<file path="config.mk">
export PLATFORM = sky130hd
export DESIGN_NAME = cla_pipe_addsub_flat
export DESIGN_NICKNAME = d
export VERILOG_FILES = /design/src/rtl/cla_pipe_addsub_if.sv /design/src/rtl/cla_pipe_addsub.sv /design/src/flat_wrapper.sv
export SDC_FILE = /design/constraint.sdc
export NUM_CORES = 1
export LEC_CHECK = 0
export BUFFER_PORTS_ARGS = -buffer_cell sky130_fd_sc_hd__buf_2
export CAP_MARGIN = 40
export CORE_MARGIN = 3
export CORE_UTILIZATION = 30
export DETAILED_ROUTE_END_ITERATION = 12
export GPL_TIMING_DRIVEN = 0
export HOLD_SLACK_MARGIN = 0.06
export SLEW_MARGIN = 20
export SYNTH_ARGS = -nofsm -noshare
export SYNTH_HDL_FRONTEND = slang
export SYNTH_SLANG_ARGS = --single-unit
</file>
<file path="constraint.sdc">
create_clock -name clk -period 3.2 [get_ports clk]
set_input_delay 0 -clock clk [delete_from_list [all_inputs] [get_ports clk]]
set_output_delay 0 -clock clk [all_outputs]
set_load 0.005 [all_outputs]
</file>
<file path="src/rtl/cla_pipe_addsub_if.sv">
`default_nettype none
// +-----------------------------------------------------------------------------
// | cla_pipe_addsub_if : operand/result handshake bundle for cla_pipe_addsub
// | rev 1.0
// +-----------------------------------------------------------------------------
interface cla_pipe_addsub_if #(
   parameter int WIDTH = 16
);
   logic             in_valid;
   logic             in_ready;
   logic [WIDTH-1:0] a;
   logic [WIDTH-1:0] b;
   logic             sub;
   logic             out_valid;
   logic             out_ready;
   logic [WIDTH-1:0] sum;
   logic             cout;
   logic             ovf;

   modport master (
      output in_valid, a, b, sub, out_ready,
      input  in_ready, out_valid, sum, cout, ovf
   );

   modport slave (
      input  in_valid, a, b, sub, out_ready,
      output in_ready, out_valid, sum, cout, ovf
   );
endinterface
`default_nettype wire

</file>
<file path="src/rtl/cla_pipe_addsub.sv">
`default_nettype none
// +-----------------------------------------------------------------------------
// | cla_pipe_addsub : pipelined CLA add/sub, one segment per stage; CLA_SAT_EN enables saturation
// | rev 1.0
// +-----------------------------------------------------------------------------
module cla_pipe_addsub #(
   parameter int WIDTH  = 16,
   parameter int STAGES = 2,
   parameter int GROUP  = 4
) (
   input logic               clk,
   input logic               rst,
   cla_pipe_addsub_if.slave  io
);

   localparam int SEG  = WIDTH / STAGES;
   localparam int NGRP = SEG / GROUP;
   localparam int LAST = STAGES - 1;

   logic             stall;
   logic             advance;
   logic             out_valid_w;
   logic [WIDTH-1:0] raw_sum;
   logic [WIDTH-1:0] sum_w;
   logic             a_sign;
   logic             b_sign;
   logic             ovf_w;

   // Group P/G lookahead across the segment, per-bit lookahead inside each group.
   function automatic logic [SEG:0] cla_seg(input logic [SEG-1:0] x,
                                            input logic [SEG-1:0] y,
                                            input logic           cin);
      logic [SEG-1:0]  g;
      logic [SEG-1:0]  p;
      logic [SEG-1:0]  s;
      logic [NGRP-1:0] gg;
      logic [NGRP-1:0] gp;
      logic [NGRP:0]   gc;
      logic            gpre;
      logic            ppre;
      g = x & y;
      p = x ^ y;
      for (int k = 0; k < NGRP; k++) begin
         gg[k] = 1'b0;
         gp[k] = 1'b1;
         for (int i = 0; i < GROUP; i++) begin
            gg[k] = g[k*GROUP+i] | (p[k*GROUP+i] & gg[k]);
            gp[k] = gp[k] & p[k*GROUP+i];
         end
      end
      gc[0] = cin;
      for (int k = 0; k < NGRP; k++) begin
         gc[k+1] = gg[k] | (gp[k] & gc[k]);
      end
      for (int k = 0; k < NGRP; k++) begin
         for (int i = 0; i < GROUP; i++) begin
            gpre = 1'b0;
            ppre = 1'b1;
            for (int j = 0; j < i; j++) begin
               gpre = g[k*GROUP+j] | (p[k*GROUP+j] & gpre);
               ppre = ppre & p[k*GROUP+j];
            end
            s[k*GROUP+i] = p[k*GROUP+i] ^ (gpre | (ppre & gc[k]));
         end
      end
      return {gc[NGRP], s};
   endfunction

   assign out_valid_w = g_stage[LAST].valid_q;
   assign stall       = out_valid_w & ~io.out_ready;
   assign advance     = ~stall;

   // Stage gi keeps only the operand bits not yet consumed (skew) and the
   // finished low sum bits (deskew); the last stage keeps just the sign bits.
   for (genvar gi = 0; gi < STAGES; gi++) begin : g_stage
      localparam int BASE = gi * SEG;
      localparam int LO   = BASE + SEG;
      localparam int KEEP = (gi == LAST) ? WIDTH - 1 : LO;

      logic [WIDTH-1:BASE] a_in;
      logic [WIDTH-1:BASE] b_in;
      logic                c_in;
      logic                v_in;
      logic [SEG:0]        seg_res;
      logic                valid_d, valid_q;
      logic                carry_d, carry_q;
      logic [WIDTH-1:KEEP] a_d, a_q;
      logic [WIDTH-1:KEEP] b_d, b_q;
      logic [LO-1:0]       sum_d, sum_q;

      if (gi == 0) begin : g_head
         always_comb begin
            a_in  = io.a;
            b_in  = io.sub ? ~io.b : io.b;
            c_in  = io.sub;
            v_in  = io.in_valid;
            sum_d = seg_res[SEG-1:0];
         end
      end else begin : g_tail
         always_comb begin
            a_in  = g_stage[gi-1].a_q;
            b_in  = g_stage[gi-1].b_q;
            c_in  = g_stage[gi-1].carry_q;
            v_in  = g_stage[gi-1].valid_q;
            sum_d = {seg_res[SEG-1:0], g_stage[gi-1].sum_q};
         end
      end

      always_comb begin
         seg_res = cla_seg(a_in[BASE +: SEG], b_in[BASE +: SEG], c_in);
         a_d     = a_in[WIDTH-1:KEEP];
         b_d     = b_in[WIDTH-1:KEEP];
         carry_d = seg_res[SEG];
         valid_d = v_in;
      end

      always_ff @(posedge clk) begin
         if (rst) begin
            valid_q <= 1'b0;
            carry_q <= 1'b0;
            a_q     <= '0;
            b_q     <= '0;
            sum_q   <= '0;
         end else if (advance) begin
            valid_q <= valid_d;
            carry_q <= carry_d;
            a_q     <= a_d;
            b_q     <= b_d;
            sum_q   <= sum_d;
         end
      end
   end

   assign raw_sum = g_stage[LAST].sum_q;
   assign a_sign  = g_stage[LAST].a_q[WIDTH-1];
   assign b_sign  = g_stage[LAST].b_q[WIDTH-1];
   assign ovf_w   = (a_sign == b_sign) && (raw_sum[WIDTH-1] != a_sign);

`ifdef CLA_SAT_EN
   always_comb begin
      sum_w = raw_sum;
      if (ovf_w) begin
         sum_w = a_sign ? {1'b1, {(WIDTH-1){1'b0}}} : {1'b0, {(WIDTH-1){1'b1}}};
      end
   end
`else
   assign sum_w = raw_sum;
`endif

   assign io.in_ready  = advance;
   assign io.out_valid = out_valid_w;
   assign io.sum       = sum_w;
   assign io.cout      = g_stage[LAST].carry_q;
   assign io.ovf       = ovf_w;

endmodule
`default_nettype wire

</file>
<file path="src/flat_wrapper.sv">
// flat-port wrapper written by rule: the top's interface ports become plain ports
module cla_pipe_addsub_flat 
#(
   parameter int WIDTH  = 16,
   parameter int STAGES = 2,
   parameter int GROUP  = 4
)
  (clk, rst, io_in_valid, io_a, io_b, io_sub, io_out_ready, io_in_ready, io_out_valid, io_sum, io_cout, io_ovf);
  cla_pipe_addsub_if #(.WIDTH(WIDTH)) io_i ();
  input logic clk;
  input logic rst;
  input wire logic [$bits(io_i.in_valid)-1:0] io_in_valid;
  input wire logic [$bits(io_i.a)-1:0] io_a;
  input wire logic [$bits(io_i.b)-1:0] io_b;
  input wire logic [$bits(io_i.sub)-1:0] io_sub;
  input wire logic [$bits(io_i.out_ready)-1:0] io_out_ready;
  output wire logic [$bits(io_i.in_ready)-1:0] io_in_ready;
  output wire logic [$bits(io_i.out_valid)-1:0] io_out_valid;
  output wire logic [$bits(io_i.sum)-1:0] io_sum;
  output wire logic [$bits(io_i.cout)-1:0] io_cout;
  output wire logic [$bits(io_i.ovf)-1:0] io_ovf;
  assign io_i.in_valid = io_in_valid;
  assign io_i.a = io_a;
  assign io_i.b = io_b;
  assign io_i.sub = io_sub;
  assign io_i.out_ready = io_out_ready;
  assign io_in_ready = io_i.in_ready;
  assign io_out_valid = io_i.out_valid;
  assign io_sum = io_i.sum;
  assign io_cout = io_i.cout;
  assign io_ovf = io_i.ovf;
  cla_pipe_addsub #(.WIDTH(WIDTH), .STAGES(STAGES), .GROUP(GROUP)) u_core (.clk(clk), .rst(rst), .io(io_i));
endmodule
</file>
Yosys cells after proc, flatten, opt, wreduce, memory -nomap -nowiden
Cells that the tools add are included.
- register bits: 46
- memories: 0
- bits in latches: 0
- bits of input ports: 37
- RAM bits: 0
- word-level logic and storage cells: 106
- memory bits (read-only): 0
- multiply operators: 0
- reductions and logical operators: 1
- equal/unequal tests: 2
- bitwise logic cells: 92
- mux-type cells: 1
- shift-type cells: 0
- divide/modulo/power cells: 0
- add/sub/neg operators: 0
- magnitude comparators: 0
- operators with widths (cell ; count):
    $and A1 B1 Y1 ; 41
    $or A1 B1 Y1 ; 28
    $and A8 B8 Y8 ; 2
    $mux W16 ; 1
    $not A16 Y16 ; 1
    $xor A1 B1 Y1 ; 16
    $xor A8 B8 Y8 ; 2
    $not A1 Y1 ; 2
    $eq A1 B1 Y1 ; 1
    $logic_and A1 B1 Y1 ; 1
    $ne A1 B1 Y1 ; 1

Logic depth before layout (Yosys ltp)
- depth in word-level cells: 13
- depth in mapped cells: 10
- depth with buffers taken out: 8

Worst setup path after synthesis
OpenSTA, ideal clock, no wires.
- kind: input to register
- start point: input port io_sub
- end point: register u_core.g_stage[0].sum_q[5]
- stages on the path: 10
- required time: 3.114 ns
- path slack: 1.132 ns
- arrival: 1.983 ns
- setup time: 0.086 ns
- path through: buf_6 buf_2 xor2_1 ha_1 a21o_1 a21oi_2 nand2_1 fa_1 xnor2_1 a211oi_1
- cells in the longest elaborated chain, start to end: 12
- ends and longest elaborated chain (element ; RTL line ; RTL):
    start, declared ; flat_wrapper.sv:15 ; input wire logic [$bits(io_i.sub)-1:0] io_sub;
    $mux W16 ; cla_pipe_addsub.sv:94 ; b_in = io.sub ? ~io.b : io.b;
    $xor A8 B8 Y8 or $and A8 B8 Y8 (tied branches) ; cla_pipe_addsub.sv:42, cla_pipe_addsub.sv:41 ;
    $and A1 B1 Y1 ; cla_pipe_addsub.sv:47 ; gg[k] = g[k*GROUP+i] | (p[k*GROUP+i] & gg[k]);
    $or A1 B1 Y1 ; cla_pipe_addsub.sv:47 ;
    $and A1 B1 Y1 ; cla_pipe_addsub.sv:47 ;
    $or A1 B1 Y1 ; cla_pipe_addsub.sv:47 ;
    $and A1 B1 Y1 ; cla_pipe_addsub.sv:47 ;
    $or A1 B1 Y1 ; cla_pipe_addsub.sv:47 ;
    $or A1 B1 Y1 ; cla_pipe_addsub.sv:53 ; gc[k+1] = gg[k] | (gp[k] & gc[k]);
    $and A1 B1 Y1 ; cla_pipe_addsub.sv:63 ; s[k*GROUP+i] = p[k*GROUP+i] ^ (gpre | (ppre & gc[k]));
    $or A1 B1 Y1 ; cla_pipe_addsub.sv:63 ;
    $xor A1 B1 Y1 * ; cla_pipe_addsub.sv:63 ;
    end signal, assigned ; cla_pipe_addsub.sv:129 ; sum_q <= sum_d;
    end, declared ; cla_pipe_addsub.sv:89 ; logic [LO-1:0] sum_d, sum_q;
Every way passes the cells marked *; elsewhere a longest branch is shown, timed or not.
A chain may end at the register's enable or synchronous reset.

Final worst setup path
- start point: register u_core.g_stage[0].a_q[8] in the netlist's numbering
- end point: register u_core.g_stage[1].sum_q[13], in the netlist u_core.io.sum[13]
- cells in the longest elaborated chain, start to end: 11
- ends and longest elaborated chain (element ; RTL line ; RTL):
    start, declared ; cla_pipe_addsub.sv:87 ; logic [WIDTH-1:KEEP] a_d, a_q;
    start signal, assigned ; cla_pipe_addsub.sv:121 ; a_q <= '0;
    start signal, assigned ; cla_pipe_addsub.sv:127 ; a_q <= a_d;
    $and A8 B8 Y8 ; cla_pipe_addsub.sv:41 ; g = x & y;
    $and A1 B1 Y1 ; cla_pipe_addsub.sv:47 ;
    $or A1 B1 Y1 ; cla_pipe_addsub.sv:47 ;
    $and A1 B1 Y1 ; cla_pipe_addsub.sv:47 ;
    $or A1 B1 Y1 ; cla_pipe_addsub.sv:47 ;
    $and A1 B1 Y1 ; cla_pipe_addsub.sv:47 ;
    $or A1 B1 Y1 ; cla_pipe_addsub.sv:47 ;
    $or A1 B1 Y1 * ; cla_pipe_addsub.sv:53 ;
    $and A1 B1 Y1 * ; cla_pipe_addsub.sv:63 ;
    $or A1 B1 Y1 * ; cla_pipe_addsub.sv:63 ;
    $xor A1 B1 Y1 * ; cla_pipe_addsub.sv:63 ;
    end signal, assigned ; cla_pipe_addsub.sv:129 ;
    end, declared ; cla_pipe_addsub.sv:89 ;
Marked as above.

==> results.yml <==
logic_synthesis:
  synth-edff-count: 0
  syn_nets: 345
  ys_ff_latch: 46
  synth_area_sq_mm: 0.00244
  async_reset_ff_share_pct: 0
  synth_flop_cell: "dfxtp_1"
  netlist_instances: 289
  ys_seq_area_share_pct: 37.7
  yosysUniqueCellTypes: 40
  syn_area_per_cell_sq_um: 8.44
  yosysWarnings: 0
layout:
  layout-drive-gt1-share_pct: 21.5
  area.growth.synth_to_final_pct: 27.9
  nets: 423
  antennaDiodeCount: 0
clocking:
  clk_pin_slew_ps: 90
  clock-sinks: 46
  clockBufferDepth: 2
  postCtsSetupBuffers: 0
  htreeDepth: 2
  cts_resized: 0
  clock_latency_ps: 300
  cts_tree: "done"
  root_buffer: "clkbuf_8"
  numCtsBuffers: 5
  postCtsHoldBufs: 17
floorplan:
  io_pins: 57
  die_h_microns: 96.2
  coreArea_sq_mm: 0.00781
  start_util_pct: 31.3
  dieArea_sq_mm: 0.00925
  placementRows: 32
  die_w_microns: 96.2
sta:
  fin_crit_sh_pct: 63.8
  finalSetupTns_ps: 0
  post-route-min-period_ps: 2040
  max_freq_mhz: 490
  rsz0062_at_grt: "false"
  hold_violations: 0
  clock_skew_ps: 12.5
  setup_viol: 0
  tightest_slew_ps: 546
  hold-worst-slack_ps: 63.7
  setup_slack_ps: 1160
  final_max_slew_viol_count: 0
  slew_headroom_pct: 63.6
routing:
  post_drt_via_cell_ratio: 4.77
  first_pass_iters: 4
  wire_per_inst_microns: 13.8
  vias: 2240
  dr.first_iter.drc_count: 107
  drc: 0
  ant_nets: 0
  routed_wl_microns: 6470
status:
  outcome: "completed"
placement:
  hpwlAfterDp_microns: 4930
  gp_congestion: 0.882
  numPortBuffers: 54
  place_ws_ps: 906
setup_path:
  critical_path.cell_chain: "ha_1 -> a21o_1 -> nand4_1 -> and2_1 -> fa_1 -> xnor2_1 -> nand2_1 -> a21oi_1"
  cp.required_ps: 3420
  worstPathArrival_ps: 2260
  path_max_fanout: 4
  cp_slowest_stage_delay_ps: 430
  critPathLaunchType: "flop"
  worst-setup-path-type: "flop to flop"
  cp_slowest_cell: "fa_1"
  endpoint_kind: "flop"
power:
  swShare_pct: 29.1
  p_leak_nw: 1.39
  combinationalPowerShare_pct: 24.8
  p_per_area_mw_per_mm2: 471
  seqPwrFrac_pct: 45.7
  irDropWorstVdd_uv: 233
  intPower_mw: 1.04
  p_switching_uw: 428
  pwr-share-clk_pct: 29.6
run:
  cap_violations: 0
grt:
  grt_usage_pct: 14.4
  grt_overflow: 0
  grt_pass1_wl_microns: 10500
  grt_max_degree: 16
  first_global_vias: 2206
  antenna_found_initial: 0
worst_hold_path:
  holdCritPathClass: "input pin to flop"
synth_stat cells (2+ instances only):
library cell	number	share of area [%]
nor4_1	2	0.51
dfxtp_1	46	38
buf_2	8	1.6
a21oi_2	3	1.1
a21o_1	4	1.2
a21oi_1	33	6.8
o21a_1	2	0.62
mux2i_1	2	0.82
inv_1	9	1.4
nor3b_1	2	0.62
nor3_1	4	0.82
clkbuf_1	10	1.5
o211ai_1	2	0.62
nand3b_1	5	1.5
xor2_1	11	3.9
o21ai_0	6	1.2
a211oi_1	14	4.3
fa_1	3	2.5
nand2_1	58	8.9
nand3_1	3	0.62
ha_1	16	8.2
xnor2_1	12	4.3
nor2_1	17	2.6
sequential cells by signal, indices dropped and copies added, names as in the netlist:
| signal | flops |
|---|---|
| u_core.a_sign | 1 |
| u_core.g_stage.b_q | 8 |
| u_core.g_stage.sum_q | 8 |
| u_core.io.out_valid | 1 |
| u_core.io.sum | 16 |
| u_core.b_sign | 1 |
| u_core.io.cout | 1 |
| u_core.g_stage.valid_q | 1 |
| u_core.g_stage.carry_q | 1 |
| u_core.g_stage.a_q | 8 |
worst paths after layout:
kind              depth (start not counted)  slack, ps                             startpoint                                endpoint
setup reg to reg                          8       1160  u_core.g_stage[0].a_q[8]$_SDFFE_PP0N_          u_core.io.sum[13]$_SDFFE_PP0N_
setup / recovery                          8       1160  u_core.g_stage[0].a_q[8]$_SDFFE_PP0N_          u_core.io.sum[13]$_SDFFE_PP0N_
hold reg to reg                           2        450          u_core.io.sum[4]$_SDFFE_PP0N_           u_core.io.sum[4]$_SDFFE_PP0N_
hold / removal                            3         60                                 io_sub  u_core.g_stage[0].b_q[15]$_SDFFE_PP0N_
kinds of logic (layout without fill, tap and decap cells):
family | Yosys count | in the layout | synth area share, %
buffers and inverters | 28 | 107 | 5.03
DFF | 46 | 46 | 37.7
and+or+nand+nor | 99 | 99 | 18.5
muxes | 2 | 2 | 0.821
adders and majority gates | 19 | 19 | 10.7
xor gates and xnor gates | 23 | 23 | 8.26
AOI/OAI and AO/OA | 72 | 72 | 19.0
power by group through the flow:
stage	clock network, mW	logic, mW	registers (mW)
floorplan	0	0.233	0.678
finish	0.434	0.364	0.671
global placement	0	0.340	0.683
global route	0.471	0.405	0.680
detailed placement	0	0.348	0.686
CTS	0.442	0.366	0.672
metrics by stage:
step                      cells  total power [mW]  cell area, sq um  util, %
final                       470              1.47              3120     40.0
after global routing        470              1.56              3120     40.0
after CTS                   470              1.48              3120     40.0
after detailed placement    445              1.03              2840     36.3
after global placement      445              1.02              2840     36.3
after floorplan             289             0.912              2440        -
final cells by class:
| cell class | count | area, sq um |
|---|---|---|
| fillers | 803 | 4690 |
| clock buffers | 5 | 68.8 |
| repair buffers | 71 | 440 |
| well taps | 102 | 128 |
| clock inverters | 3 | 43.8 |
| inverters | 9 | 33.8 |
| flip-flops and latches | 46 | 921 |
| plain buffers | 19 | 88.8 |
| multi-input cells | 215 | 1400 |
critical path: cells and delay by family (launching register included):
family                     cells  cell delay, ps
DFF                            1             340
and+or+nand+nor                3             490
AOI/OAI and AO/OA              2             280
adders and majority gates      2             710
xor gates and xnor gates       1             160
routing by layer:
metal,share of wire (%),global-route usage [%],vias up
met5,0,0,-
met4,1.5,5.09,0
met3,4.3,2.42,7
met2,47,25.0,61
met1,47,17.9,1027
li1,-,-,1145
cells in the final DEF, fill, tap and decap left out, drive strengths merged, types with 2 or more instances in the layout:
cell type,count
buf,63
nand2,58
dfxtp,46
a21oi,36
nor2,17
dlygate4sd3,17
ha,16
clkbuf,15
a211oi,14
xnor2,12
xor2,11
inv,10
o21ai,7
a21o,6
nand3b,5
nor3,4
nand3,3
fa,3
nor4,2
mux2i,2
o21a,2
o211ai,2
nor3b,2
nand4,2
and2,2
a221oi,2
No activity file was read; power rests on OpenSTA's default activity.
